`src/rtl/frogger_pkg.sv`:
```
// Shared lane geometry, timing constants and direction type for the river pads.
// Constants only; no latency or flow-control behaviour of its own.
package frogger_pkg;

    typedef enum logic {
        DIR_LEFT  = 1'b0,
        DIR_RIGHT = 1'b1
    } dir_t;

    localparam int NUM_LANES = 4;
    localparam int STEP      = 40;
    localparam int SCREEN_W  = 640;
    localparam int PAD_W     = 80;
    localparam int FROG_W    = 40;
    localparam int MIN_SPEED = 4;

    localparam logic [0:3][10:0] LANE_Y       = {11'd80, 11'd120, 11'd160, 11'd200};
    localparam logic [0:3][5:0]  BASE_SPEED   = {6'd30, 6'd24, 6'd36, 6'd20};
    localparam logic [0:3]       LANE_DIR     = 4'b0101;
    localparam logic [0:3][10:0] LANE_X_START = {11'd0, 11'd160, 11'd320, 11'd480};

    // Frames per step at a level; compare before subtracting so it cannot underflow.
    function automatic logic [5:0] lane_speed(input logic [5:0] base, input logic [2:0] level);
        logic [6:0] dec;
        dec = {2'b00, level, 2'b00};
        if ({1'b0, base} >= dec + 7'(MIN_SPEED)) begin
            return base - dec[5:0];
        end
        return 6'(MIN_SPEED);
    endfunction

endpackage

```
`src/rtl/lpad_lane.sv`:
```
// One pad lane: frame counter, wrapping stepper and frog-on-pad compare.
// All outputs registered, one frame latency; no backpressure, holds while run is low.
module lpad_lane
    import frogger_pkg::*;
#(
    parameter logic [10:0] Y       = 11'd80,
    parameter logic [10:0] X_START = 11'd0,
    parameter dir_t        DIR     = DIR_LEFT
) (
    input  logic        frame_clk,
    input  logic        rst_n,
    input  logic        run,
    input  logic [5:0]  speed,
    input  logic [10:0] frog_x,
    input  logic [10:0] frog_y,
    output logic [10:0] x,
    output logic [5:0]  cnt,
    output logic        collision
);

    localparam logic [10:0] STEP_V  = 11'(STEP);
    localparam logic [10:0] WRAP_V  = 11'(SCREEN_W);
    localparam logic [10:0] PAD_V   = 11'(PAD_W);
    localparam logic [10:0] FROG_V  = 11'(FROG_W);

    logic [10:0] x_q, x_d, x_next;
    logic [5:0]  cnt_q, cnt_d;
    logic        col_q, col_d;
    logic [10:0] frog_right, pad_right;

    always_comb begin
        x_next = x_q;
        if (DIR == DIR_RIGHT) begin
            x_next = (x_q + STEP_V >= WRAP_V) ? x_q + STEP_V - WRAP_V : x_q + STEP_V;
        end else begin
            x_next = (x_q < STEP_V) ? x_q + WRAP_V - STEP_V : x_q - STEP_V;
        end

        x_d   = x_q;
        cnt_d = cnt_q;
        if (run) begin
            // >= also catches a count left above a speed that just dropped
            if (cnt_q >= speed - 6'd1) begin
                cnt_d = 6'd0;
                x_d   = x_next;
            end else begin
                cnt_d = cnt_q + 6'd1;
            end
        end

        frog_right = frog_x + FROG_V;
        pad_right  = x_q + PAD_V;
        col_d      = (frog_y == Y) && (frog_x >= x_q) && (frog_right <= pad_right);
    end

    always_ff @(posedge frame_clk) begin
        if (!rst_n) begin
            x_q   <= X_START;
            cnt_q <= 6'd0;
            col_q <= 1'b0;
        end else begin
            x_q   <= x_d;
            cnt_q <= cnt_d;
            col_q <= col_d;
        end
    end

    assign x         = x_q;
    assign cnt       = cnt_q;
    assign collision = col_q;

endmodule

```
`src/rtl/lilypad_lanes.sv`:
```
// Four river pad lanes plus the difficulty level and per-lane speed registers.
// Outputs registered, one frame latency; no backpressure, Run=0 freezes pad motion.
module lilypad_lanes
    import frogger_pkg::*;
(
    input  logic              frame_clk,
    input  logic              Reset,
    input  logic              Run,
    input  logic              Level_Up,
    input  logic [10:0]       FrogX,
    input  logic [10:0]       FrogY,
    output logic [0:3][10:0]  LPad_X,
    output logic [0:3][10:0]  LPad_Y,
    output logic [0:3][5:0]   LPad_Speed,
    output logic [3:0][5:0]   LPad_Remainder_Count,
    output logic [0:3]        LPad_Direction,
    output logic [3:0]        LPad_Collision,
    output logic [2:0]        Level
);

    logic [2:0]      level_q, level_d;
    logic [0:3][5:0] speed_q, speed_d;

    // Speed registers follow level_d so a new level lands on the same edge as
    // the level itself; lanes stepping on that edge still see the old speed.
    always_comb begin
        level_d = level_q;
        if (Level_Up && level_q != 3'd7) begin
            level_d = level_q + 3'd1;
        end
        speed_d = speed_q;
        for (int i = 0; i < NUM_LANES; i++) begin
            speed_d[i] = lane_speed(BASE_SPEED[i], level_d);
        end
    end

    always_ff @(posedge frame_clk) begin
        if (!Reset) begin
            level_q <= 3'd0;
            speed_q <= BASE_SPEED;
        end else begin
            level_q <= level_d;
            speed_q <= speed_d;
        end
    end

    for (genvar g = 0; g < NUM_LANES; g++) begin : g_lane
        lpad_lane #(
            .Y       (LANE_Y[g]),
            .X_START (LANE_X_START[g]),
            .DIR     (dir_t'(LANE_DIR[g]))
        ) u_lane (
            .frame_clk (frame_clk),
            .rst_n     (Reset),
            .run       (Run),
            .speed     (speed_q[g]),
            .frog_x    (FrogX),
            .frog_y    (FrogY),
            .x         (LPad_X[g]),
            .cnt       (LPad_Remainder_Count[g]),
            .collision (LPad_Collision[g])
        );
        assign LPad_Y[g]         = LANE_Y[g];
        assign LPad_Direction[g] = LANE_DIR[g];
    end

    assign LPad_Speed = speed_q;
    assign Level      = level_q;

endmodule

```
`config.mk`:
```
export PLATFORM = sky130hd
export DESIGN_NAME = lilypad_lanes
export DESIGN_NICKNAME = d
export VERILOG_FILES = /design/src/rtl/frogger_pkg.sv /design/src/rtl/lpad_lane.sv /design/src/rtl/lilypad_lanes.sv
export SDC_FILE = /design/constraint.sdc
export NUM_CORES = 1
export LEC_CHECK = 0
export CORE_ASPECT_RATIO = 1.25
export CORE_UTILIZATION = 51
export DETAILED_ROUTE_END_ITERATION = 10
export HOLD_SLACK_MARGIN = 0.06
export PLACE_DENSITY_LB_ADDON = 0.3
export SLEW_MARGIN = 15
export SYNTH_ARGS = -nofsm -noshare
export SYNTH_HDL_FRONTEND = slang
export SYNTH_SLANG_ARGS = --single-unit
```
`constraint.sdc`:
```
create_clock -name frame_clk -period 3.46 [get_ports frame_clk]
set_input_delay 0.519 -clock frame_clk [delete_from_list [all_inputs] [get_ports frame_clk]]
set_output_delay 0.519 -clock frame_clk [all_outputs]
set_load 0.01 [all_outputs]
```
; Word level (Yosys, flattened, before mapping)
; Cells that the tools add are included.
[word_totals]
ff_bits = 99
in_bits = 26
output_inout_bits = 147
elab_cells = 113
[classes]
addsub = 29
n_lt_le_gt_ge = 20
eq_ne = 5
n_mux = 21
reduce_logical = 17
[ops]
columns = op, n
row1 = 6-bit two-way mux, 9
row2 = "11-bit by 7-bit adder with 11-bit output, second input constant", 4
row3 = 11-bit >= comparator, 4
row4 = 11-bit less-or-equal comparator, 4
row5 = 11-bit two-way mux, 4
row6 = "11-bit by 6-bit subtractor with 11-bit output, second input constant", 4
row7 = "11-bit by 6-bit adder with 11-bit output, second input constant", 3
row8 = "6-bit by 1-bit adder with 6-bit output, second input constant", 4
row9 = 6-bit >= comparator, 4
row10 = "6-bit by 1-bit subtractor with 6-bit output, second input constant", 4
row11 = "11-bit by 10-bit adder with 11-bit output, second input constant", 2
row12 = "11-bit by 7-bit == test with 1-bit output, second input constant", 2
row13 = "11-bit by 8-bit == test with 1-bit output, second input constant", 2
row14 = "11-bit by 10-bit >= comparator with 1-bit output, second input constant", 2
row15 = "11-bit by 6-bit less-than comparator with 1-bit output, second input constant", 2
row16 = "11-bit by 10-bit subtractor with 11-bit output, second input constant", 2
row17 = "5-bit by 5-bit subtractor with 6-bit output, first input constant", 3
row18 = 2-bit AND reduction, 8
row19 = 5-bit two-way mux, 3
row20 = "5-bit by 7-bit >= comparator with 1-bit output, first input constant", 2
row21 = 1-bit logical AND, 9
row22 = "6-bit by 7-bit >= comparator with 1-bit output, first input constant", 1
row23 = "5-bit by 3-bit adder with 6-bit output, second input constant", 1
row24 = "5-bit by 6-bit >= comparator with 1-bit output, first input constant", 1
row25 = 5 further kinds, 8

; Depth between registers and ports, before layout
; Gate-level depths: netlist of the first run.
[logic_depth]
ltp_word = 7
mapped_depth = 13
depth_no_buf = 12

; Hierarchy
; From an unflattened synthesis of the first run, not the netlist that was laid out.
[hier_totals]
cells_unflattened = 894
area_unflattened_um2 = 7614.8
[modules_own_cells]
columns = mod, instances, cells_per_inst, area_each_um2
row1 = lpad_lane (g_lane[3].u_lane), 1, 215, 1791.7
row2 = lpad_lane (g_lane[1].u_lane), 1, 201, 1669.1
row3 = lpad_lane (g_lane[0].u_lane), 1, 183, 1565.3
row4 = lpad_lane (g_lane[2].u_lane), 1, 180, 1516.5
row5 = lilypad_lanes, 1, 115, 1072.3

; Least setup slack after synthesis of the first run
; OpenSTA, ideal clock, no wires.
[synth_timing]
path_kind = register -> register
from = register g_lane[3].u_lane.x_q[5]
to = register g_lane[3].u_lane.x_q[7]
setup_ns = 0.065
t_arrival_ns = 2.544
path_slack_ns = 0.852
stages_incl_launch_ff = 13
n_path_buf = 1
synth_period_minus_slack_ns = 2.608
path_cell_list = dfxtp_1 > buf_6 > inv_1 > ha_1 > a21o_1 > nand3_1 > xnor2_1 > ha_1 > nand2_1 > o31ai_1 > a2111oi_0 > or4_1 > nor2_1
[synth_between]
elab_chain_len = 3
word_cells_on_any_way = 4
[synth_lines]
columns = item, line
row1 = "start, declared", lpad_lane.sv:26  ; logic [10:0] x_q, x_d, x_next;
row2 = "start signal, assigned", lpad_lane.sv:58  ; x_q <= X_START;
row3 = "start signal, assigned", lpad_lane.sv:62  ; x_q <= x_d;
row4 = 11-bit by 6-bit adder with 11-bit output *, lpad_lane.sv:34  ; x_next = (x_q + STEP_V >= WRAP_V) ? x_q + STEP_V - WRAP_V : x_q + STEP_V;
row5 = 11-bit by 10-bit subtractor with 11-bit output or 11-bit by 10-bit >= comparator with 1-bit output (tied branches), lpad_lane.sv:34
row6 = 11-bit two-way mux *, lpad_lane.sv:34
; Every way passes the cells marked *; elsewhere a longest branch is shown, timed or not.
; A chain may end at the register's enable or synchronous reset.

; Worst setup path after layout of the first run
[layout_timing]
from = input FrogX[3]
to = register g_lane[3].u_lane.col_q
[layout_between]
elab_chain_len = 3
word_cells_on_any_way = 5
[layout_lines]
columns = item, line
row1 = "start, declared", lilypad_lanes.sv:10  ; input logic [10:0] FrogX,
row2 = 11-bit by 6-bit adder with 11-bit output or 11-bit >= comparator (tied branches), "lpad_lane.sv:51, lpad_lane.sv:53"
row3 = 11-bit less-or-equal comparator or 1-bit logical AND (tied branches), lpad_lane.sv:53  ; col_d = (frog_y == Y) && (frog_x >= x_q) && (frog_right <= pad_right);
row4 = 1-bit logical AND *, lpad_lane.sv:53
row5 = "end signal, assigned", lpad_lane.sv:64  ; col_q <= col_d;
row6 = "end, declared", lpad_lane.sv:28  ; logic col_q, col_d;
; Marks and branches as above.

==> reports/metrics.cfg, run 1 <==
[cts]
cts_tree=yes
cts_resized=0
htree_levels=3
holdBufCountCts=0
clock_path_buffers=2
clock_latency_ps=340
clock-sinks=78
cts-root-buf=clkbuf_16
cts_inserted_buffers=9
postCtsSetupRepairBufs=0
cts.clk_slew.worst_paths_ps=60

[finish]
drive_gt1_share_pct=5.80
final_common_cell=ha_1
layout_common_cells=ha_1 (107), clkdlybuf4s50_1 (104), dfxtp_1 (78)
final_nets=1042
area_growth_pct=19.1
antennaDiodeCount=0
fin_area_um2=8090

[pwr]
power-per-cell-area_nw_per_um2=306
power_uw=2480
peakVddDrop_mv=0.204
p_leak_uw=0.00343

[floorplan]
die_y_um=131
fp.dieW_um=105
start_util_pct=53.0
io-pin-count=173
fp.dieArea_um2=13800
core-area_um2=12800
fp-row-count=46

[outcome]
status=finished clean

[sta]
setup_violations=0
tns_ps=0
maxSlewHeadroom_pct=38.0
period_needed_ps=3010
max_freq_ghz=0.332
rsz0062_at_grt=no
finalCritPeriodShare_pct=87.1
slew_violations=0
tightest_slew_ps=926
hold_violations=0
hold-worst-slack_ps=484
setup_slack_ps=448
fin_skew_ps=6.53

[yosys]
synth_async_sr_flop_share_pct=0
ys_ff_latch=78
synth_area_per_cell_um2=8.45
postSynthCellCount=804
synth_edf_count=0
yosysWarnings=0
synthFlopType=dfxtp_1
synth_cell_types=69
netlist_area_um2=6800
yosysSeqAreaShare_pct=23.0

[global_routing]
antenna_found_initial=0
grt_pass1_wl_um=25900
gr-total-overflow=0
grt_max_degree=34
grt_usage_pct=23.7
grt_pass1_vias=5466

[flow_run]
max-cap-violations=0

[critical_path]
crit_required_ps=3720
cp_slowest_cell=clkdlybuf4s50_1
cp_max_fo=5
path_cells=clkdlybuf4s50_1 > a21oi_1 > nor2_1 > xor2_1 > ha_1 > a21o_1 > maj3_2 > a221o_1 > a221oi_2
endpoint_kind=flip-flop
cp-start-kind=input port
worstPathArrival_ps=3270
slowest_delay_ps=590
crit_type=input port to flip-flop

[drt]
ant_nets=0
routedWlPerCell_um=15.0
drc_errors=0
wl_um=16300
drt_iter0_drc=204
vias_per_cell=5.41
firstDrtPassIters=5
vias=5850

[placement]
placed_area_um2=7780
portBuffers=104
gp_congestion=0.928
pre_cts_ws_ps=69.7
hpwl_um=12600

[hold_path]
worst_hold_path_type=flip-flop to flip-flop

[metrics by stage]
step                instances  util (%)
floorplan                 871         -
global placement         1066      60.6
detailed placement       1066      60.6
CTS                      1082      63.1
global route             1082      63.1
finish                   1082      63.1
[cells in the mapped netlist, drive strengths merged, types with 16 or more instances]
master	n	area share, %
buf	83	8.9
ha	107	20
nor3	16	1.3
nand2	47	2.6
a21oi	46	3.5
xor2	19	2.6
xnor2	63	8.4
dfxtp	78	23
inv	51	2.8
o21ai	35	2.6
nor2	62	3.4
nand3	28	2.1
[cell families (layout without fill, tap and decap cells)]
logic type                 Yosys count  after routing  share of synthesized area [%]
and+or+nand+nor                    223            223                           16.2
AOI/OAI and AO/OA                  158            158                           16.0
buffers and inverters              143            186                           12.2
adders and majority gates          113            113                           20.6
xor gates and xnor gates            83             83                           11.3
DFF                                 78             78                           23.0
muxes                                4              4                          0.608
other                                2             69                          0.110
[metal layers]
layer	GRT usage [%]	vias up	part of all wire, %
met5	0	-	0
met4	10.8	0	2.8
met3	3.56	37	4.9
met2	43.1	188	50
met1	27.6	2730	42
li1	-	2895	-
[path summary, 6_finish.rpt]
check	from	to	slack (ps)	cells past startpoint
max reg2reg	g_lane[3].u_lane.x[5]$_SDFFE_PN1P_	g_lane[3].u_lane.x[7]$_SDFFE_PN1P_	460	11
min reg2reg	g_lane[1].u_lane.x[10]$_SDFFE_PN0P_	g_lane[1].u_lane.x[10]$_SDFFE_PN0P_	480	2
max	FrogX[3]	g_lane[3].u_lane.collision$_SDFF_PN0_	450	9
min	g_lane[1].u_lane.x[10]$_SDFFE_PN0P_	g_lane[1].u_lane.x[10]$_SDFFE_PN0P_	480	2
[flip-flops by register name, summed over array words and instances (netlist names)]
name,count
LPad_Speed,15
Level,3
g_lane.u_lane.cnt,24
g_lane.u_lane.collision,4
g_lane.u_lane.x,32
[power breakdown]
| part | total [uW] | switching [uW] | internal, uW | leakage (uW) |
|---|---|---|---|---|
| sequential | 967 | 38.8 | 928 | 0.000634 |
| combinational | 503 | 274 | 230 | 0.00264 |
| clock | 1010 | 403 | 605 | 0.000156 |
[critical path: cells and delay by family]
kind                       cells  cell delay [ps]
AOI/OAI and AO/OA              4              910
xor gates and xnor gates       1              400
adders and majority gates      2              630
buffers and inverters          1              590
and+or+nand+nor                1              220
[layout make-up]
type | count | area, um2
clock buffer | 11 | 253
tap | 168 | 210
multi-input combinational | 650 | 4660
inverter | 51 | 191
fill | 1151 | 4740
sequential | 78 | 1560
timing repair buffer | 119 | 1150
clock inverter | 5 | 65.1
Note: power is estimated with default switching activity, not from simulation.
==> inputs of run 2 (changes only) <==
- HOLD_SLACK_MARGIN: 0.06 -> default
==> results of run 2 <==
Same layout as run 1: the final DEF is identical, and so are final timing and power.
==> inputs of run 3 (changes only) <==
- PLACE_DENSITY_LB_ADDON: 0.3 -> 0.12
==> reports/metrics.cfg, run 3 (same netlist as run 1, synthesis figures left out) <==
[global_routing]
gr-total-overflow=0  ; unchanged
grt_pass1_vias=5571  ; +1.9%
antenna_found_initial=0  ; unchanged
grt_max_degree=34  ; unchanged
grt_usage_pct=23.9  ; +0.22 points
grt_pass1_wl_um=26500  ; +2.0%

[drt]
drt_iter0_drc=229  ; +12%
ant_nets=0  ; unchanged
wl_um=16400  ; +1.1%
routedWlPerCell_um=15.2  ; +1.2%
vias_per_cell=5.43  ; +0.45%
drc_errors=0  ; unchanged
vias=5871  ; +0.36%
firstDrtPassIters=5  ; unchanged

[sta]
max_freq_ghz=0.338  ; +1.9%
slew_violations=0  ; unchanged
hold-worst-slack_ps=495  ; +11.5 ps
finalCritPeriodShare_pct=85.5  ; -1.6 points
tightest_slew_ps=884  ; -42.1 ps
fin_skew_ps=5.48  ; -1.05 ps
setup_violations=0  ; unchanged
maxSlewHeadroom_pct=40.8  ; +2.8 points
tns_ps=0  ; unchanged
hold_violations=0  ; unchanged
rsz0062_at_grt=no
period_needed_ps=2960  ; -54.8 ps

[critical_path]
crit_family=simple AND/OR/NAND/NOR gates
crit_type=flip-flop to flip-flop
slowest_delay_ps=550  ; -40 ps
endpoint_kind=flip-flop
cp_max_fo=10  ; +5
crit_required_ps=3730  ; about the same
worstPathArrival_ps=3230  ; -40 ps
path_cells=inv_1 > ha_1 > a21o_1 > nand3_1 > xnor2_1 > ha_1 > nand2_1 > o31ai_1 > a2111oi_0 > or4_1 > nor2_1
cp_slowest_cell=dfxtp_1
cp_num_buf_inv=1  ; unchanged
cp-start-kind=flip-flop
crit_top_cell=ha_1

[pwr]
comb_power_share_pct=19.9  ; -0.4 points
internal-power_uw=1820  ; +3.0%
clkPwrFrac_pct=41.6  ; +0.9 points
p_switching_uw=703  ; -1.8%
swShare_pct=27.9  ; -0.97 points
power-per-cell-area_nw_per_um2=311  ; +1.6%
p_leak_uw=0.00343  ; -0.11%
power_frac_seq_pct=38.5  ; -0.5 points
peakVddDrop_mv=0.169  ; -17%

[finish]
fin_area_um2=8090  ; about the same
fin_util_pct=63.1  ; about the same
largest_reg_flops=32  ; unchanged
fill_cells=1163  ; +1.0%
final_nets=1041  ; -0.096%
area_growth_pct=19.1  ; about the same
antennaDiodeCount=0  ; unchanged
layout_common_cells=ha_1 (107), clkdlybuf4s50_1 (104), dfxtp_1 (78)
final-instance-count-excl-fill=1081  ; -0.092%
final_common_cell=ha_1
drive_gt1_share_pct=5.48  ; -0.32 points

[cts]
clock_path_buffers=2  ; unchanged
htree_levels=3  ; unchanged
cts.clk_slew.worst_paths_ps=60  ; about the same
clock_latency_ps=330  ; about the same
holdBufCountCts=0  ; unchanged
cts_resized=0  ; unchanged
cts_tree=yes
postCtsSetupRepairBufs=0  ; unchanged
cts_inserted_buffers=9  ; unchanged
cts-root-buf=clkbuf_16
clock-sinks=78  ; unchanged

[placement]
placed_area_um2=7770  ; about the same
gp_congestion=0.906  ; -2.4%
hpwl_um=12800  ; +1.3%
post-place-cells=1065  ; -0.094%
portBuffers=104  ; unchanged

[floorplan]
fp.dieArea_um2=13800  ; unchanged
core-area_um2=12800  ; unchanged
fp.dieW_um=105  ; unchanged
die_y_um=131  ; unchanged
start_util_pct=53.0  ; unchanged
io-pin-count=173  ; unchanged
fp-row-count=46  ; unchanged

[outcome]
status=finished clean

[flow_run]
max-cap-violations=0  ; unchanged

[hold_path]
worst_hold_path_type=flip-flop to flip-flop

## run 3: cell count changes in the layout (fill, tap and decap cells not counted), sizes merged
cell,previous run,this run
inv,52,53
buf,15,14
clkbuf,11,12
clkinv,3,0
bufinv,1,2
## run 3: final timing paths
check,start,end,slack [ps],cells past startpoint
worst min-delay path,g_lane[1].u_lane.x[10]$_SDFFE_PN0P_,g_lane[1].u_lane.x[10]$_SDFFE_PN0P_,500,2
worst max register to register,g_lane[3].u_lane.x[5]$_SDFFE_PN1P_,g_lane[3].u_lane.x[7]$_SDFFE_PN1P_,500,11
worst max-delay path,g_lane[3].u_lane.x[5]$_SDFFE_PN1P_,g_lane[3].u_lane.x[7]$_SDFFE_PN1P_,500,11
worst min register to register,g_lane[1].u_lane.x[10]$_SDFFE_PN0P_,g_lane[1].u_lane.x[10]$_SDFFE_PN0P_,500,2
## run 3: power by group through the flow
| stage | Combinational, uW | Clock (uW) | Sequential [uW] |
|---|---|---|---|
| floorplan | 358 | 0 | 989 |
| global placement | 478 | 0 | 988 |
| detailed placement | 496 | 0 | 988 |
| CTS | 501 | 1070 | 969 |
| global route | 561 | 1100 | 973 |
| finish | 501 | 1050 | 969 |
## run 3: layout make-up
class                      count  area, um2  area share, %
sequential                    78       1560           19.3
tap                          168        210           2.60
timing repair buffer         118       1150           14.2
clock inverter                 4       77.6          0.959
clock buffer                  12        246           3.05
inverter                      51        191           2.37
multi-input combinational    650       4660           57.6
## run 3: routing by layer
metal | vias to the layer above | global-route usage (%) | routed length (um)
met2 | 209 | 41.9 | 7890
met4 | 0 | 11.2 | 497
met1 | 2727 | 28.5 | 7080
met3 | 37 | 4.50 | 963
li1 | 2898 | - | -
met5 | - | 0 | 0
## run 3: through the flow
| stage | power [uW] | setup WS [ps] |
|---|---|---|
| 2_1_floorplan | 1350 | 852 |
| 3_3_place_gp | 1470 | 388 |
| 3_5_place_dp | 1480 | 307 |
| 4_1_cts | 2540 | 481 |
| 5_1_grt | 2630 | 251 |
| 6_report | 2520 | 503 |
## run 3: worst reg2reg max path, delay by kind of cell, from the launching register on
family                     cells  cell delay [ps]
and+or+nand+nor                4              810
xor gates and xnor gates       1              210
AOI/OAI and AO/OA              3              780
buffers and inverters          1              110
DFF                            1              550
adders and majority gates      2              440
